`config.mk`:
```
export PLATFORM = sky130hd
export DESIGN_NAME = pipe_dmem_arb
export DESIGN_NICKNAME = d
export VERILOG_FILES = /design/src/rtl/pipe_dmem_arb.sv
export SDC_FILE = /design/constraint.sdc
export NUM_CORES = 1
export LEC_CHECK = 0
export BUFFER_PORTS_ARGS = -buffer_cell sky130_fd_sc_hd__clkbuf_2
export CAP_MARGIN = 20
export CORE_MARGIN = 2
export CORE_UTILIZATION = 50
export DETAILED_ROUTE_END_ITERATION = 12
export PLACE_DENSITY = 0.93
export SLEW_MARGIN = 20
export SYNTH_ARGS = -nofsm -noshare
export SYNTH_HDL_FRONTEND = slang
export SYNTH_SLANG_ARGS = --single-unit
```
`constraint.sdc`:
```
create_clock -name clk -period 4.32 [get_ports clk]
set_input_delay 0.216 -clock clk [delete_from_list [all_inputs] [get_ports clk]]
set_output_delay 0.216 -clock clk [all_outputs]
set_load 0.005 [all_outputs]
```
`src/rtl/pipe_dmem_arb.sv`:
```
`default_nettype none
// ============================================================================
// Module   : pipe_dmem_arb
// Purpose  : Arbitrates one single-port memory between the MEM stage
//            (load/store) and the IF stage (fetch). It runs each access through
//            a request/ready handshake, returns registered read data and a
//            one-cycle ack, and stalls the pipeline while any request is
//            still waiting for its ack. MEM normally has priority. IF wins
//            once it has lost MAX_STARVE arbitrations in a row.
// Options  : PIPE_ARB_TIMEOUT_EN - bounds each ACCESS to TIMEOUT_CYCLES.
//            On expiry it returns 32'hDEADBEEF and sets the sticky err flag.
// Revision : 1.0 - initial release
// ============================================================================
module pipe_dmem_arb #(
  parameter int MAX_STARVE     = 4,
  parameter int TIMEOUT_CYCLES = 64
) (
  input  logic        clk,
  input  logic        clrn,
  input  logic        m_req,
  input  logic        m_we,
  input  logic [31:0] m_addr,
  input  logic [31:0] m_wdata,
  output logic [31:0] m_rdata,
  output logic        m_ack,
  input  logic        i_req,
  input  logic [31:0] i_addr,
  output logic [31:0] i_rdata,
  output logic        i_ack,
  output logic        mem_req,
  output logic        mem_we,
  output logic [31:0] mem_addr,
  output logic [31:0] mem_wdata,
  input  logic [31:0] mem_rdata,
  input  logic        mem_ready,
  output logic        stall,
  output logic        err
);

  typedef enum logic [1:0] {
    S_IDLE   = 2'd0,
    S_ACCESS = 2'd1,
    S_RESP   = 2'd2
  } state_t;

  localparam logic [3:0] MAX_S = 4'(MAX_STARVE);

  state_t      state_q;
  logic        win_if_q;
  logic        we_q;
  logic [31:0] addr_q;
  logic [31:0] wdata_q;
  logic [3:0]  starve_q;
  logic [31:0] m_rdata_q;
  logic [31:0] i_rdata_q;
  logic        m_ack_q;
  logic        i_ack_q;
  logic        mem_req_q;
  logic        grant_if;

  // IF takes the grant when it is alone, or when it has starved long enough.
  assign grant_if = i_req & (~m_req | (starve_q == MAX_S));

`ifdef PIPE_ARB_TIMEOUT_EN
  localparam int TW = $clog2(TIMEOUT_CYCLES + 1);
  logic [TW-1:0] tcnt_q;
  logic          err_q;
`else
  logic unused_tmo;
  assign unused_tmo = ^TIMEOUT_CYCLES;
`endif

  // Arbitration FSM: grant in IDLE, hold the access in ACCESS, pulse ack in RESP.
  always_ff @(posedge clk or negedge clrn) begin
    if (!clrn) begin
      state_q   <= S_IDLE;
      win_if_q  <= 1'b0;
      we_q      <= 1'b0;
      addr_q    <= '0;
      wdata_q   <= '0;
      starve_q  <= '0;
      m_rdata_q <= '0;
      i_rdata_q <= '0;
      m_ack_q   <= 1'b0;
      i_ack_q   <= 1'b0;
      mem_req_q <= 1'b0;
`ifdef PIPE_ARB_TIMEOUT_EN
      tcnt_q    <= '0;
      err_q     <= 1'b0;
`endif
    end else begin
      m_ack_q <= 1'b0;
      i_ack_q <= 1'b0;
      case (state_q)
        S_IDLE: begin
          if (m_req | i_req) begin
            if (grant_if) begin
              win_if_q <= 1'b1;
              we_q     <= 1'b0;
              addr_q   <= i_addr;
              wdata_q  <= '0;
              starve_q <= '0;
            end else begin
              win_if_q <= 1'b0;
              we_q     <= m_we;
              addr_q   <= m_addr;
              wdata_q  <= m_wdata;
              if (i_req && (starve_q != MAX_S)) starve_q <= starve_q + 4'd1;
            end
            mem_req_q <= 1'b1;
            state_q   <= S_ACCESS;
`ifdef PIPE_ARB_TIMEOUT_EN
            tcnt_q    <= '0;
`endif
          end
        end
        S_ACCESS: begin
          if (mem_ready) begin
            mem_req_q <= 1'b0;
            state_q   <= S_RESP;
            if (win_if_q) begin
              i_ack_q <= 1'b1;
              if (!we_q) i_rdata_q <= mem_rdata;
            end else begin
              m_ack_q <= 1'b1;
              if (!we_q) m_rdata_q <= mem_rdata;
            end
          end
`ifdef PIPE_ARB_TIMEOUT_EN
          else if (tcnt_q == TW'(TIMEOUT_CYCLES - 1)) begin
            mem_req_q <= 1'b0;
            state_q   <= S_RESP;
            err_q     <= 1'b1;
            if (win_if_q) begin
              i_ack_q   <= 1'b1;
              i_rdata_q <= 32'hDEADBEEF;
            end else begin
              m_ack_q   <= 1'b1;
              m_rdata_q <= 32'hDEADBEEF;
            end
          end else begin
            tcnt_q <= tcnt_q + 1'b1;
          end
`endif
        end
        S_RESP:  state_q <= S_IDLE;
        default: state_q <= S_IDLE;
      endcase
    end
  end

  assign mem_req   = mem_req_q;
  assign mem_we    = we_q;
  assign mem_addr  = addr_q;
  assign mem_wdata = wdata_q;
  assign m_rdata   = m_rdata_q;
  assign i_rdata   = i_rdata_q;
  assign m_ack     = m_ack_q;
  assign i_ack     = i_ack_q;
  assign stall     = (m_req & ~m_ack_q) | (i_req & ~i_ack_q);
`ifdef PIPE_ARB_TIMEOUT_EN
  assign err       = err_q;
`else
  assign err       = 1'b0;
`endif

endmodule
`default_nettype wire

```
==> results of run 1 <==
-- worst max-delay path, delay by kind of cell --
family	cells	cell delay (ns)
buffers and inverters	2	0.97
multiplexers	1	0.30
AND/OR/NAND/NOR	2	1.31
-- cells in the final DEF, fill, tap and decap left out, drive strengths merged, types with 4 or more instances in the layout --
cell and count:
clkinv 4, and3 32, nand2 6, dfrtp 139
nand3 35, inv 8, clkbuf 284, o2bb2ai 33
mux2 66, and4 32, a221o 32, clkinvlp 6
buf 7
-- final cells by class --
class	count	area share, %
flip-flops and latches	139	44.21
multi-input cells	261	28.50
repair buffers	273	17.70
clock buffers	19	5.503
well taps	143	2.274
clock inverters	13	1.527
inverters	6	0.2863
-- power by group --
| part | switching [mW] | leakage (nW) | internal [mW] |
|---|---|---|---|
| sequential | 0.413 | 1.71 | 1.92 |
| combinational | 0.982 | 2.06 | 0.999 |
| clock | 0.552 | 0.252 | 0.794 |
| total | 1.95 | 4.03 | 3.71 |
-- sequential cells by signal (all words and copies together) (netlist names) --
name,cells
mem_req,1
i_rdata,32
m_ack,1
m_rdata,32
starve_q,4
i_ack,1
mem_addr,32
state_q,2
mem_wdata,32
mem_we,1
win_if_q,1
-- per-layer routing --
layer / wire length, um / GRT usage [%]
met1: 6332 / 31.15
met2: 8481 / 43.95
met3: 1184 / 5.945
met4: 386 / 9.919
met5: 0 / 0
-- synth_stat cells, types with 2 or more instances --
library cell / instances / area share [%]
mux2_2: 4 / 0.76
buf_2: 15 / 1.3
ha_1: 2 / 0.42
buf_4: 6 / 0.76
o22ai_1: 2 / 0.21
o311ai_1: 2 / 0.29
o2bb2ai_1: 33 / 4.9
and4_1: 32 / 4.7
buf_6: 3 / 0.57
dfrtp_1: 139 / 58
mux2_1: 62 / 12
inv_1: 5 / 0.32
a221o_1: 32 / 5.4
and3_1: 32 / 3.4
nand3_1: 35 / 2.9
nand2_1: 6 / 0.38
clkbuf_1: 21 / 1.3
nand2b_1: 2 / 0.21
-- kinds of logic (layout without fill, tap and decap cells) --
logic type | Yosys count | count (layout) | share of synthesized area (%)
flip-flops | 139 | 139 | 58.48
AND/OR/NAND/NOR | 121 | 121 | 13.34
AO/OA/AOI/OAI | 71 | 71 | 10.92
multiplexers | 66 | 66 | 12.49
buffers and inverters | 51 | 311 | 4.291
adder cells (fa/ha/maj) | 2 | 2 | 0.4206
other | 1 | 1 | 0.06304
-- per-stage QoR --
stage	instance area [um^2]	hold slack [ns]	setup slack [ns]	power, mW
4_1_cts	7865	0.01061	1.439	5.688
3_5_place_dp	7302	0.3075	1.013	4.314
6_report	7868	0.02444	1.791	5.658
3_3_place_gp	7302	0.2824	1.147	4.146
5_1_grt	7868	0.02059	1.616	5.994
2_1_floorplan	5948	-0.07959	2.727	3.318
-- worst max-delay path by stage --
stage / startpoint / end / depth (start not counted)
6_report: m_req / win_if_q$_DFFE_PN0P_ / 5
2_1_floorplan: starve_q[0]$_DFFE_PN0P_ / mem_addr[25]$_DFFE_PN0P_ / 7
5_1_grt: m_req / win_if_q$_DFFE_PN0P_ / 5
3_3_place_gp: m_req / win_if_q$_DFFE_PN0P_ / 5
3_5_place_dp: m_req / win_if_q$_DFFE_PN0P_ / 5
4_1_cts: m_req / win_if_q$_DFFE_PN0P_ / 5
==> results.md, run 1 <==
* Run status: finished, violations left
* Failing checks: design-rule violations
* Layout filler cell count at 825
* Core Box Area at 0.01152 mm^2
* Global-route wire length before repair at 25920 um
* Max incr delay on CP at 0.67 ns
* GP Congestion at 0.8495
* Post-Route WL at 16380 um
* Hpwl dp at 11360 um
* Multi-input logic area at 0.002242 mm^2
* Post-synth EDFFs at 0
* Data required, critical path at 4.61 ns
* CP Max Fanout at 66
* Crit. End Element: flop
* Pwr dens at 719.2 mW/mm^2
* Clock tree buffer depth at 2
* Placed cells at 821
* Root Buffer: clkbuf_16
* Worst reg2reg startpoint: state_q[1]$_DFFE_PN0P_
* Pin count of the biggest net entering global routing at 98
* Fin Setup TNS at 0 ns
* Hold crit path type: in2reg
* Worst-Skew Late Latency at 0.40 ns
* Reg2Reg Depth at 4
* Register area at 0.003478 mm^2
* Antenna violations before repair at 0
* Ant diodes at 0
* Synth cell types at 36
* Achievable Freq at 395.5 MHz
* Crit path DAT at 2.82 ns
* Post-Syn Instances at 451
* H-tree levels at 4
* Final hold vios at 0
* Worst hold path startpoint: mem_ready
* Worst R2R Setup Slack at 1.94 ns
* DR pass1 iterations at 9
* Post-CTS Setup Bufs at 0
* Fin Clk Skew at 0.009576 ns
* YS warnings at 0
* DRC viols at 21
* GRT Overall Usage at 25.48%
* Final nets at 834
* Number of global-route vias before repair at 5087
* CTS tree: done
* Total of max-cap violations at 0
* Leakage at 4.026 nW
* WHS Endpoint: state_q[0]$_DFFE_PN0P_
* Worst path cell trace: clkbuf_2 -> or2_4 -> nand2_2 -> buf_4 -> mux2_2
* Mapped Avg Cell Area at 13.19 um^2
* Final core occ at 68.32%
* Initial DRC count at 431
* Syn Std Cell Area at 0.005948 mm^2
* Register area share after synthesis at 58.48%
* Slew Limit Fails at 0
* I/O Buffers at 266
* Layout cells sized above 1 at 44.02%
* Clock buffer count from CTS at 17
* RSZ-0062 raised after global routing: false
* GRT Residual Overflow at 0
* CTS resizes at 0
* Net count after synthesis at 587
* DR vias/cell at 5.828
* Worst-path clk slew at 0.06 ns
* Kind of critical path: in2reg
* Antenna viol nets, final at 0
* Least-Margin Pin Slew at 0.9533 ns
* Startpoint type of the worst setup path: input pin
* Hold path depth at 2
* Post-route insts no fill at 854
* Num rows at 39
* FF+latch count, synth at 139
* Fraction of registers with async set/reset at 100.0%
* CTS Hold Buffers Added at 1
* Die height at 113.1 um
* Main synth FF type: dfrtp_1
* Worst path slowest cell: or2_4
* Area grow syn2layout at 32.27%
* Starting Density at 51.65%
* Die X at 113.1 um
* Relative slew slack at 36.11%
* Worst IR drop on VDD at 434.1 uV
* Fin crit period at 2.529 ns
* Finish-stage setup viols at 0
* Routed length per instance at 19.19 um
* Clock sink count at 139
* Num ports at 268
* R2R Path End: i_rdata[28]$_DFFE_PN0P_
* Die area at 0.01278 mm^2
* Final period utilization at 58.54%
* Via Count at 4977
(Power assumes the default switching activity.)
==> inputs of run 2 (changes only) <==
--- a/config.mk
+++ b/config.mk
@@ -5,12 +5,13 @@
 export SDC_FILE = /design/constraint.sdc
 export NUM_CORES = 1
 export LEC_CHECK = 0
+export ABC_AREA = 1
 export BUFFER_PORTS_ARGS = -buffer_cell sky130_fd_sc_hd__clkbuf_2
 export CAP_MARGIN = 20
 export CORE_MARGIN = 2
-export CORE_UTILIZATION = 50
+export CORE_UTILIZATION = 47
 export DETAILED_ROUTE_END_ITERATION = 12
-export PLACE_DENSITY = 0.93
+export PLACE_DENSITY = 0.89
 export SLEW_MARGIN = 20
 export SYNTH_ARGS = -nofsm -noshare
 export SYNTH_HDL_FRONTEND = slang
==> constraint.sdc (replaced) <==
create_clock -name clk -period 2.5 [get_ports clk]
set_input_delay 0.125 -clock clk [delete_from_list [all_inputs] [get_ports clk]]
set_output_delay 0.125 -clock clk [all_outputs]
set_load 0.005 [all_outputs]
==> run 2 against run 1 <==
Compared with the run above: the run now ends clean; via count up 29%; final cell count grew 48%; clock skew shrank 0.0038 ns; core utilization is 2.6 points higher; register-to-register slack got worse by 1.2 ns.
==> results.md, run 2 <==
* Worst path cell trace: inv_1 -> ha_1 -> nand3_1 -> nand2_2 -> nand2_2 -> buf_4 -> nand2_1 -> nand3_1 -> nand2_1 (was clkbuf_2 -> or2_4 -> nand2_2 -> buf_4 -> mux2_2)
* Core Box Area at 0.01262 mm^2 (was 0.01152 mm^2)
* Die height at 117.6 um (was 113.1 um)
* Slew Limit Fails at 0 (unchanged)
* CP bufs+invs at 2 (unchanged)
* Achievable Freq at 570.4 MHz
* Num rows at 41 (was 39)
* GRT Residual Overflow at 0 (unchanged)
* Synth Area in Simple Gates at 28.72% (was 13.34%)
* Pwr Total at 10.30 mW (was 5.658 mW)
* FF+latch count, synth at 139 (unchanged)
* Mux cell area share after synthesis at 0% (was 12.49%)
* Crit. End Element: flop (unchanged)
* Register area share after synthesis at 57.32% (was 58.48%)
* Final nets at 1211 (was 834)
* Relative slew slack at 53.56% (was 36.11%)
* Post-CTS Setup Bufs at 0 (unchanged)
* DR vias/cell at 5.077 (was 5.828)
* Ranking of synthesized cells by area: dfrtp_1 57%, nand2_1 17%, nand3_1 11%, inv_1 6.6%, o21ai_0 2.6% (was dfrtp_1 58%, mux2_1 12%, a221o_1 5.4%, o2bb2ai_1 4.9%, and4_1 4.7%)
* Fin crit period at 1.753 ns
* Post-Route WL at 19690 um (was 16380 um)
* Post-Syn Instances at 745 (was 451)
* XOR/XNOR Fraction of Synth Area at 0.1443% (was 0%)
* Met2 usage at 49.56% (was 43.95%)
* Die X at 117.6 um (was 113.1 um)
* I/O Buffers at 266 (unchanged)
* Least-Margin Pin Slew at 0.6966 ns (was 0.9533 ns)
* Fraction of registers with async set/reset at 100.0% (unchanged)
* Data required, critical path at 2.80 ns (was 4.61 ns)
* Starting Density at 48.09% (was 51.65%)
* Startpoint type of the worst setup path: flop (was input pin)
* Final core occ at 70.92% (was 68.32%)
* Post-synth top area share at 57.32% (was 58.48%)
* Synth cell types at 21 (was 36)
* Synth cell count leaders: 267 x nand2_1, 139 x dfrtp_1, 134 x nand3_1, 106 x inv_1, 32 x o21ai_0 (was 139 x dfrtp_1, 62 x mux2_1, 35 x nand3_1, 33 x o2bb2ai_1)
* GP Congestion at 0.8704 (was 0.8495)
* CP Max Fanout at 20 (was 66)
* Total of max-cap violations at 0 (unchanged)
* Clock tree buffer depth at 2 (unchanged)
* DR pass1 iterations at 5 (was 9)
* Top Usage Layer GRT: met2 (unchanged)
* Post-Synth Adder-Cell Area at 0.4124% (was 0.4207%)
* Antenna viol nets, final at 0 (unchanged)
* RSZ-0062 raised after global routing: false (unchanged)
* Final period utilization at 70.13%
* Finish-stage setup viols at 0 (unchanged)
* Hold crit path type: in2reg (unchanged)
* Initial DRC count at 681 (was 431)
* CTS resizes at 0 (unchanged)
* Kind of critical path: reg2reg (was in2reg)
* Worst path slowest cell: dfrtp_1 (was or2_4)
* Yosys top cell by area: dfrtp_1 (unchanged)
* Worst-path clk slew at 0.06 ns (about the same)
* Worst hold path startpoint: m_addr[13] (was mem_ready)
* Fin Setup TNS at 0 ns (unchanged)
* Crit path DAT at 2.05 ns (was 2.82 ns)
* Via Count at 6402 (was 4977)
* Num ports at 268 (unchanged)
* Most frequent cells in the layout: 267 x nand2_1, 265 x clkbuf_2, 139 x dfrtp_1 (was 265 x clkbuf_2, 139 x dfrtp_1, 62 x mux2_1)
* GR Util met1 at 34.47% (was 31.15%)
* CTS tree: done (unchanged)
* Final hold vios at 0 (unchanged)
* Worst IR drop on VDD at 545.2 uV (was 434.1 uV)
* Syn Std Cell Area at 0.006068 mm^2 (was 0.005948 mm^2)
* Run status: finished, final reports clean (was finished, violations left)
* Global-route wire length before repair at 32090 um (was 25920 um)
* Antenna violations before repair at 1 (was 0)
* Most common cell after layout, fill and taps aside: nand2_1 (was clkbuf_2)
* Critical path startpoint: starve_q[0]$_DFFE_PN0P_ (was m_req)
* YS warnings at 0 (unchanged)
* Number of global-route vias before repair at 6487 (was 5087)
* H-tree levels at 4 (unchanged)
* Die area at 0.01384 mm^2 (was 0.01278 mm^2)
* Area grow syn2layout at 47.48% (was 32.27%)
* GRT Overall Usage at 29.06% (was 25.48%)
* Worst reg2reg startpoint: starve_q[0]$_DFFE_PN0P_ (was state_q[1]$_DFFE_PN0P_)
* Count leader, synth: nand2_1 (was dfrtp_1)
* Post-synth EDFFs at 0 (unchanged)
* DP Area at 0.007564 mm^2 (was 0.007302 mm^2)
* CP delay by family, top: simple AND/OR/NAND/NOR gates (unchanged)
* Cell area after layout at 0.008950 mm^2 (was 0.007868 mm^2)
* Compound-gate portion of the synthesized area at 3.258% (was 10.92%)
* Worst-Skew Late Latency at 0.41 ns (was 0.40 ns)
* Clock sink count at 139 (unchanged)
* Pwr dens at 1151 mW/mm^2 (was 719.2 mW/mm^2)
* Net count after synthesis at 881 (was 587)
* DRC viols at 0 (was 21)
* Root Buffer: clkbuf_16 (unchanged)
* Met3 usage at 6.153% (was 5.945%)
* Pin count of the biggest net entering global routing at 68 (was 98)
* Layout cells sized above 1 at 29.32% (was 44.02%)
* Leakage at 5.192 nW (was 4.026 nW)
* Max incr delay on CP at 0.38 ns (was 0.67 ns)
* Mapped Avg Cell Area at 8.145 um^2 (was 13.19 um^2)
* Routed length per instance at 15.62 um (was 19.19 um)
* Fin Clk Skew at 0.005754 ns (was 0.009576 ns)
* Main synth FF type: dfrtp_1 (unchanged)
* Hpwl dp at 11820 um (was 11360 um)
* Largest family of logic cells by synthesized area: simple AND/OR/NAND/NOR gates (unchanged)
* Clock buffer count from CTS at 17 (unchanged)
run 2: cell types whose count changed after synthesis, moves of 5 or more:
| cell | previous run | this run |
|---|---|---|
| and4_1 | 32 | 0 |
| o21ai_0 | 1 | 32 |
| nor2_1 | 1 | 6 |
| nand2_1 | 6 | 267 |
| o2bb2ai_1 | 33 | 0 |
| and3_1 | 32 | 0 |
| a221o_1 | 32 | 0 |
| inv_1 | 5 | 106 |
| nand3_1 | 35 | 134 |
| mux2_1 | 62 | 0 |
run 2: metal layers:
| metal | vias up | share of wire (%) |
|---|---|---|
| met2 | 378 | 51 |
| met4 | 0 | 4.7 |
| li1 | 2953 | - |
| met3 | 82 | 6.5 |
| met5 | - | 0 |
| met1 | 2989 | 38 |
run 2: cell type report:
class,instances,area [um^2]
fill,913,3670
timing repair buffer,355,2231
clock inverter,14,193.9
tap,172,215.2
inverter,107,401.6
antenna,1,2.502
clock buffer,18,439.2
multi-input combinational,455,1988
sequential,139,3478
run 2: cells by family (layout without fill, tap and decap cells):
kind of cell             count (synthesis)  in the layout
AND/OR/NAND/NOR                        413            413
buffers and inverters                  151            494
flip-flops                             139            139
AO/OA/AOI/OAI                           38             38
adder cells (fa/ha/maj)                  2              2
other                                    1              2
XOR/XNOR                                 1              1
run 2: what timing repair did:
item                                    CTS  global route
hold buffers                             75             0
endpoints found under the hold margin   164             0
endpoints found under the setup margin    0             0
run 2: final timing paths:
check,end,slack (ns),cells after the start
worst max register to register,mem_addr[15]$_DFFE_PN0P_,0.75,9
worst max-delay path,mem_addr[15]$_DFFE_PN0P_,0.75,9
worst min-delay path,mem_addr[13]$_DFFE_PN0P_,0.02,5
worst min register to register,m_rdata[8]$_DFFE_PN0P_,0.47,2
max in group asynchronous,m_rdata[8]$_DFFE_PN0P_,1.55,3
min in group asynchronous,mem_wdata[4]$_DFFE_PN0P_,0.26,2
run 2: power breakdown:
part           switching [mW]  internal, mW  leakage (nW)
Sequential              0.668          3.31          1.72
Clock                   0.973          1.70         0.307
Combinational            2.15          1.49          3.16
run 2: tightest hold or removal path: stages:
cell and delay [ns]:
clkbuf_2 0.08, inv_1 0.04, nand2_1 0.04, nand3_1 0.05, nand2_1 0.04
run 2: per-stage QoR:
stage | hold WS, ns | cells | worst slack [ns]
after floorplan | -0.1706 | 745 | 1.058
after global placement | 0.1438 | 1153 | 0.8655
after detailed placement | 0.1423 | 1153 | 0.7707
after CTS | 0.001956 | 1260 | 0.7631
after global routing | 0.02260 | 1261 | 0.6127
final | 0.01623 | 1261 | 0.7468
